**src/rtl/mem_access_sequencer.sv**
```systemverilog
// mem_access_sequencer: one-request memory sequencer between the control unit and a 128x32 byte-addressed RAM.
// Doubleword loads/stores and SWAP are split into two single-word RAM accesses with a
// one-cycle enable-low GAP between them. Illegal or misaligned requests go straight to ERR.
// Optional feature macro: MEM_TIMEOUT_EN (WAIT gives up after TIMEOUT_CYCLES, ErrCode 11).
// Ports:
//   Clk, Reset_n            clock (rising edge), asynchronous active-low reset
//   Req, Op, Addr           request strobe, opcode, byte address (sampled in IDLE)
//   WrData0, WrData1        write words (WrData1 only for doubleword store)
//   Busy, Done, Err, ErrCode  status; Done is a one-cycle pulse, Err/ErrCode valid with it
//   RdData0, RdData1        read words (SWAP returns the old word on RdData0)
//   Mem_Enable, Mem_OpCode, Mem_Address, Mem_DataIn  RAM request side
//   Mem_DataOut, Mem_MFC    RAM read data and completion
module mem_access_sequencer #(
    parameter int ADDR_W         = 7,
    parameter int TIMEOUT_CYCLES = 16
) (
    input  logic              Clk,
    input  logic              Reset_n,
    input  logic              Req,
    input  logic [5:0]        Op,
    input  logic [ADDR_W-1:0] Addr,
    input  logic [31:0]       WrData0,
    input  logic [31:0]       WrData1,
    output logic              Busy,
    output logic              Done,
    output logic              Err,
    output logic [1:0]        ErrCode,
    output logic [31:0]       RdData0,
    output logic [31:0]       RdData1,
    output logic              Mem_Enable,
    output logic [5:0]        Mem_OpCode,
    output logic [ADDR_W-1:0] Mem_Address,
    output logic [31:0]       Mem_DataIn,
    input  logic [31:0]       Mem_DataOut,
    input  logic              Mem_MFC
);
    typedef enum logic [2:0] {IDLE, ISSUE, WAIT, GAP, DONE, ERR} state_t;

    state_t            state, next;
    logic [5:0]        op_q;
    logic [ADDR_W-1:0] addr_q;
    logic [31:0]       wd0_q, wd1_q;
    logic              phase;
    logic [1:0]        err_q;
    logic              legal, misaligned;
    logic              dw, swap, two;
    logic [5:0]        cur_op;
    logic              cur_rd;
    logic [ADDR_W-1:0] cur_addr;
    logic [31:0]       cur_din;
    logic              tmo;

    // Classification of the incoming request, used only when it is accepted in IDLE.
    always_comb begin
        legal      = Op inside {6'b000000, 6'b000001, 6'b000010, 6'b001001, 6'b001010,
                                6'b000100, 6'b000101, 6'b000110, 6'b000011, 6'b000111, 6'b001111};
        misaligned = ((Op inside {6'b000000, 6'b000100, 6'b001111}) && Addr[1:0] != 2'b00) ||
                     ((Op inside {6'b000010, 6'b001010, 6'b000110}) && Addr[0]) ||
                     ((Op inside {6'b000011, 6'b000111}) && Addr[2:0] != 3'b000);
    end

    // Per-phase RAM command. After mapping, bit 2 of the opcode marks a read.
    always_comb begin
        dw       = op_q == 6'b000011 || op_q == 6'b000111;
        swap     = op_q == 6'b001111;
        two      = dw || swap;
        cur_op   = op_q == 6'b000011 ? 6'b000000 :
                   op_q == 6'b000111 ? 6'b000100 :
                   swap              ? (phase ? 6'b000000 : 6'b000100) : op_q;
        cur_rd   = cur_op[2];
        cur_addr = (dw && phase) ? addr_q + ADDR_W'(4) : addr_q;
        cur_din  = cur_rd ? 32'd0 : ((dw && phase) ? wd1_q : wd0_q);
    end

`ifdef MEM_TIMEOUT_EN
    localparam int CW = $clog2(TIMEOUT_CYCLES + 1);
    logic [CW-1:0] cnt;

    assign tmo = state == WAIT && !Mem_MFC && cnt == CW'(TIMEOUT_CYCLES - 1);

    always_ff @(posedge Clk or negedge Reset_n) begin
        if (!Reset_n)
            cnt <= '0;
        else if (state == ISSUE)
            cnt <= '0;
        else if (state == WAIT)
            cnt <= cnt + 1'b1;
    end
`else
    logic unused_tmo;
    assign tmo        = 1'b0;
    assign unused_tmo = TIMEOUT_CYCLES[0];
`endif

    always_ff @(posedge Clk or negedge Reset_n) begin
        if (!Reset_n)
            state <= IDLE;
        else
            state <= next;
    end

    always_comb begin
        next = state;
        case (state)
            IDLE:    next = Req ? ((!legal || misaligned) ? ERR : ISSUE) : IDLE;
            ISSUE:   next = WAIT;
            WAIT:    next = Mem_MFC ? ((two && !phase) ? GAP : DONE) : (tmo ? ERR : WAIT);
            GAP:     next = ISSUE;
            default: next = IDLE;
        endcase
    end

    always_ff @(posedge Clk or negedge Reset_n) begin
        if (!Reset_n) begin
            op_q    <= '0;
            addr_q  <= '0;
            wd0_q   <= '0;
            wd1_q   <= '0;
            phase   <= 1'b0;
            err_q   <= 2'b00;
            RdData0 <= '0;
            RdData1 <= '0;
        end else begin
            if (state == IDLE && Req) begin
                op_q   <= Op;
                addr_q <= Addr;
                wd0_q  <= WrData0;
                wd1_q  <= WrData1;
                phase  <= 1'b0;
                err_q  <= !legal ? 2'b01 : (misaligned ? 2'b10 : 2'b00);
            end
            if (state == GAP)
                phase <= 1'b1;
            if (state == WAIT && Mem_MFC && cur_rd) begin
                if (phase)
                    RdData1 <= Mem_DataOut;
                else
                    RdData0 <= Mem_DataOut;
            end
            if (tmo)
                err_q <= 2'b11;
        end
    end

    // RAM command is only driven while enabled so the bus idles at zero.
    always_comb begin
        Mem_Enable  = state == ISSUE || state == WAIT;
        Mem_OpCode  = Mem_Enable ? cur_op : 6'd0;
        Mem_Address = Mem_Enable ? cur_addr : '0;
        Mem_DataIn  = Mem_Enable ? cur_din : 32'd0;
        Busy        = state == ISSUE || state == WAIT || state == GAP || state == DONE;
        Done        = state == DONE || state == ERR;
        Err         = state == ERR;
        ErrCode     = state == ERR ? err_q : 2'b00;
    end
endmodule
```
**config.mk**
```make
export PLATFORM = sky130hd
export DESIGN_NAME = mem_access_sequencer
export DESIGN_NICKNAME = d
export VERILOG_FILES = /design/src/rtl/mem_access_sequencer.sv
export SDC_FILE = /design/constraint.sdc
export NUM_CORES = 1
export LEC_CHECK = 0
export CAP_MARGIN = 0
export CELL_PAD_IN_SITES_DETAIL_PLACEMENT = 1
export CELL_PAD_IN_SITES_GLOBAL_PLACEMENT = 2
export CORE_MARGIN = 4
export CORE_UTILIZATION = 31
export DETAILED_ROUTE_END_ITERATION = 6
export GPL_TIMING_DRIVEN = 0
export PLACE_DENSITY = 0.92
export SLEW_MARGIN = 20
export SYNTH_ARGS = -nofsm -noshare
export SYNTH_HDL_FRONTEND = slang
export SYNTH_SLANG_ARGS = --single-unit
export TNS_END_PERCENT = 30
```
**constraint.sdc**
```tcl
create_clock -name Clk -period 3.5 [get_ports Clk]
set_clock_uncertainty 0.1 [all_clocks]
set_input_delay 1.05 -clock Clk [delete_from_list [all_inputs] [get_ports Clk]]
set_output_delay 1.05 -clock Clk [all_outputs]
set_load 0.01 [all_outputs]
```
==> impl_metrics.prom <==
# TYPE chip_impl_metric gauge
chip_impl_info{name="run_status",value="complete, no violations"} 1
chip_impl_metric{name="gpl.final_weighted_congestion",unit=""} 0.804
chip_impl_metric{name="layout_net_count",unit=""} 861
chip_impl_metric{name="total_i_o_pin_count",unit=""} 228
chip_impl_metric{name="first_global_vias",unit=""} 5538
chip_impl_metric{name="final_layout_size_suffix_gt1_frac",unit=""} 0.325
chip_impl_metric{name="clock_sinks",unit=""} 147
chip_impl_metric{name="path_clk_slew",unit="ns"} 0.06
chip_impl_metric{name="finalSetupViolations",unit=""} 0
chip_impl_metric{name="htree_depth",unit=""} 4
chip_impl_metric{name="slew_headroom",unit=""} 0.515
chip_impl_metric{name="syn-num-nets",unit=""} 606
chip_impl_info{name="hold_path.class",value="reg2reg"} 1
chip_impl_metric{name="port-buffer-count",unit=""} 227
chip_impl_metric{name="final_hold_viol_count",unit=""} 0
chip_impl_metric{name="core_area",unit="sq mm"} 0.0203
chip_impl_metric{name="post_synthesis_sequential_element_count",unit=""} 147
chip_impl_info{name="start_kind",value="flop"} 1
chip_impl_metric{name="peak_supply_drop",unit="V"} 0.000307
chip_impl_metric{name="ys_types",unit=""} 41
chip_impl_metric{name="post-route-min-period",unit="ns"} 3.47
chip_impl_metric{name="power_per_cell_area",unit="mW/mm^2"} 823
chip_impl_metric{name="filler_cell_count",unit=""} 2133
chip_impl_metric{name="dr.pass1.iters",unit=""} 4
chip_impl_info{name="top_post_synthesis_cells_by_area",value="sky130_fd_sc_hd__dfrtp_1 57%, sky130_fd_sc_hd__mux2_2 19%, sky130_fd_sc_hd__mux2_4 7.0%, sky130_fd_sc_hd__nand2_1 4.3%, sky130_fd_sc_hd__a21oi_1 2.7%"} 1
chip_impl_metric{name="cts_hold_repair.buffers",unit=""} 0
chip_impl_metric{name="post_drt_wl_per_cell",unit="um"} 19.5
chip_impl_metric{name="setup-tns-final",unit="ns"} 0
chip_impl_metric{name="synth_seq_area_share",unit=""} 0.574
chip_impl_metric{name="total_number_of_placement_rows",unit=""} 52
chip_impl_metric{name="worst-endpoint-required",unit="ns"} 2.35
chip_impl_info{name="end_kind",value="output port"} 1
chip_impl_metric{name="initial_utilization",unit=""} 0.316
chip_impl_metric{name="synthesis.yosys.warnings",unit=""} 0
chip_impl_metric{name="worst_skew_pair.late_latency",unit="ns"} 0.42
chip_impl_metric{name="timing_worst_slew_pin_value",unit="ns"} 0.727
chip_impl_metric{name="worst_slack",unit="ns"} 0.0270
chip_impl_info{name="tritoncts",value="yes"} 1
chip_impl_metric{name="antenna_cells_inserted",unit=""} 0
chip_impl_metric{name="timing.critical_path.arrival",unit="ns"} 2.32
chip_impl_metric{name="sum_of_net_half_perimeters_after_detailed_placement",unit="um"} 15200
chip_impl_metric{name="finalWirelength",unit="um"} 20000
chip_impl_metric{name="final_cell_count_without_fillers",unit=""} 1030
chip_impl_metric{name="die_w",unit="um"} 152
chip_impl_metric{name="growth_of_design_area_from_synthesis_to_finish",unit="%"} 51.7
chip_impl_metric{name="mappedNetlistArea",unit="sq mm"} 0.00641
chip_impl_metric{name="grtUsageTotal",unit=""} 0.175
chip_impl_metric{name="path_max_fanout",unit=""} 4
chip_impl_metric{name="place_ws",unit="ns"} -0.299
chip_impl_metric{name="grt_first_pass_wirelength",unit="um"} 30900
chip_impl_metric{name="cts_buffer_depth",unit=""} 2
chip_impl_metric{name="global_route.overflow_total",unit=""} 0
chip_impl_metric{name="max_freq",unit="MHz"} 288
chip_impl_metric{name="cts_made_buffers",unit=""} 17
chip_impl_metric{name="synth_top_area_share",unit=""} 0.574
chip_impl_metric{name="largest_net_degree_at_the_start_of_global_routing",unit=""} 76
chip_impl_metric{name="detailroute.via_count",unit=""} 4889
chip_impl_info{name="clockRootBuffer",value="sky130_fd_sc_hd__clkbuf_16"} 1
chip_impl_metric{name="viasPerCell",unit=""} 4.75
chip_impl_info{name="biggest_area_consumer_among_synthesized_cells",value="sky130_fd_sc_hd__dfrtp_1"} 1
chip_impl_metric{name="drt_drc_violations_left",unit=""} 0
chip_impl_metric{name="antenna_violations_before_repair",unit=""} 0
chip_impl_metric{name="drt_first_iter_violations",unit=""} 81
chip_impl_metric{name="total_leakage_power",unit="nW"} 4.38
chip_impl_metric{name="antenna_left",unit=""} 0
chip_impl_metric{name="post_synth.cell_area_avg",unit="sq um"} 13.0
chip_impl_metric{name="post_synth_inst_count",unit=""} 492
chip_impl_metric{name="max_slew_violation_count",unit=""} 0
chip_impl_metric{name="timing.max_cap.violations",unit=""} 0
chip_impl_info{name="worst-setup-path-type",value="reg2out"} 1
chip_impl_metric{name="die_outline_area",unit="sq mm"} 0.0230
chip_impl_metric{name="post-place-cells",unit=""} 990
chip_impl_metric{name="die_y",unit="um"} 152
chip_impl_info{name="rsz0062_at_grt",value="yes"} 1
chip_impl_metric{name="final_min_period_over_clock_period",unit=""} 0.992
==> stage by stage <==
stage / instance area [sq um] / utilization / hold slack (ns) / power (mW)
final: 9720 / 0.479 / 0.407 / 8.00
after detailed placement: 9050 / 0.446 / 0.396 / 6.15
after global routing: 9720 / 0.479 / 0.419 / 8.50
after floorplan: 6410 / - / 0.372 / 4.46
after CTS: 9780 / 0.482 / 0.411 / 8.12
after global placement: 9020 / 0.444 / 0.387 / 5.98
==> report_power, final <==
part,internal [mW],switching (mW)
logic,1.79,1.36
clock network,1.09,0.824
registers,2.45,0.489
==> layer usage <==
metal	track usage	wire [um]
met1	0.206	8140
met2	0.298	9800
met3	0.0574	1730
met4	0.0633	374
met5	0	0
==> cell usage in the layout (no fill, tap or decap), types with 4 or more instances in the layout <==
master	n
sky130_fd_sc_hd__nand3_1	5
sky130_fd_sc_hd__nand2_1	71
sky130_fd_sc_hd__and3_1	7
sky130_fd_sc_hd__a21oi_1	35
sky130_fd_sc_hd__buf_4	10
sky130_fd_sc_hd__o21ai_0	6
sky130_fd_sc_hd__dfrtp_1	144
sky130_fd_sc_hd__clkbuf_2	28
sky130_fd_sc_hd__mux2_4	30
sky130_fd_sc_hd__xnor2_1	4
sky130_fd_sc_hd__clkbuf_16	17
sky130_fd_sc_hd__clkbuf_1	4
sky130_fd_sc_hd__inv_6	5
sky130_fd_sc_hd__mux2_2	109
sky130_fd_sc_hd__inv_2	4
sky130_fd_sc_hd__nor2_1	6
sky130_fd_sc_hd__clkdlybuf4s15_1	7
sky130_fd_sc_hd__inv_1	5
sky130_fd_sc_hd__dlymetal6s2s_1	4
sky130_fd_sc_hd__clkdlybuf4s50_1	189
sky130_fd_sc_hd__buf_2	13
==> worst max-delay path, cell delays in order (launching register included) <==
cell	delay (ns)
sky130_fd_sc_hd__dfrtp_2	0.44
sky130_fd_sc_hd__nand4bb_4	0.28
sky130_fd_sc_hd__nor4_1	0.35
sky130_fd_sc_hd__xnor2_1	0.12
sky130_fd_sc_hd__nor2_1	0.16
sky130_fd_sc_hd__clkdlybuf4s50_1	0.56
==> cell families after synthesis <==
kind of cell | synth area share
AO/OA/AOI/OAI | 0.0463
XOR/XNOR | 0.00820
adder cells (fa/ha/maj) | 0.00195
buffers and inverters | 0.0281
flip-flops | 0.574
multiplexers | 0.262
AND/OR/NAND/NOR | 0.0793
==> final timing paths <==
check,from,endpoint,slack (ns),cells after the start
max,op_q[4],Mem_Address[5],0.03,5
min,RdData0[17],RdData0[17],0.41,1
max reg2reg,state[0],wd0_q[25],1.11,4
min reg2reg,RdData0[17],RdData0[17],0.41,1
max in group asynchronous,Reset_n,wd1_q[20],2.05,2
min in group asynchronous,Reset_n,RdData1[11],0.47,1
==> what timing repair did <==
| item | in CTS | in global routing |
|---|---|---|
| gates resized for setup | 57 | 70 |
| setup buffers | 6 | 2 |
| setup endpoints to repair | 40 | 40 |
| pin swaps | 3 | 1 |
==> state kept, by name, indices dropped and copies added, names as in the netlist <==
register  cells
state         3
phase         1
wd1_q        32
RdData0      32
err_q         2
addr_q        7
op_q          6
wd0_q        32
RdData1      32
==> layout make-up <==
cell class                 instances  area [sq um]  share of cell area
clock inverter                    15           193              0.0198
buffer                            28           175              0.0180
multi-input combinational        308          2620               0.269
clock buffer                      17           425              0.0438
inverter                           9          33.8             0.00348
sequential                       147          3680               0.379
tap                              270           338              0.0348
timing repair buffer             236          2260               0.232
==> cells in the mapped netlist (all sizes together) <==
cell type  number
dfrtp         147
mux2          139
nand2          73
a21oi          35
buf            18
clkbuf         10
inv             9
and3            7
o21ai           7
nand3           6
nor2            6
nor3            4
xnor2           4
nor4            3
o31ai           2
xor2            2
a211oi          1
a311o           1
a31oi           1
a32oi           1
and2            1
and4            1
ha              1
nand2b          1
nand4           1
nand4bb         1
nor2b           1
nor3b           1
nor4b           1
nor4bb          1
o211ai          1
o221ai          1
o22a            1
o32ai           1
or3b            1
or4             1
Power figures use the tool's default switching activity.
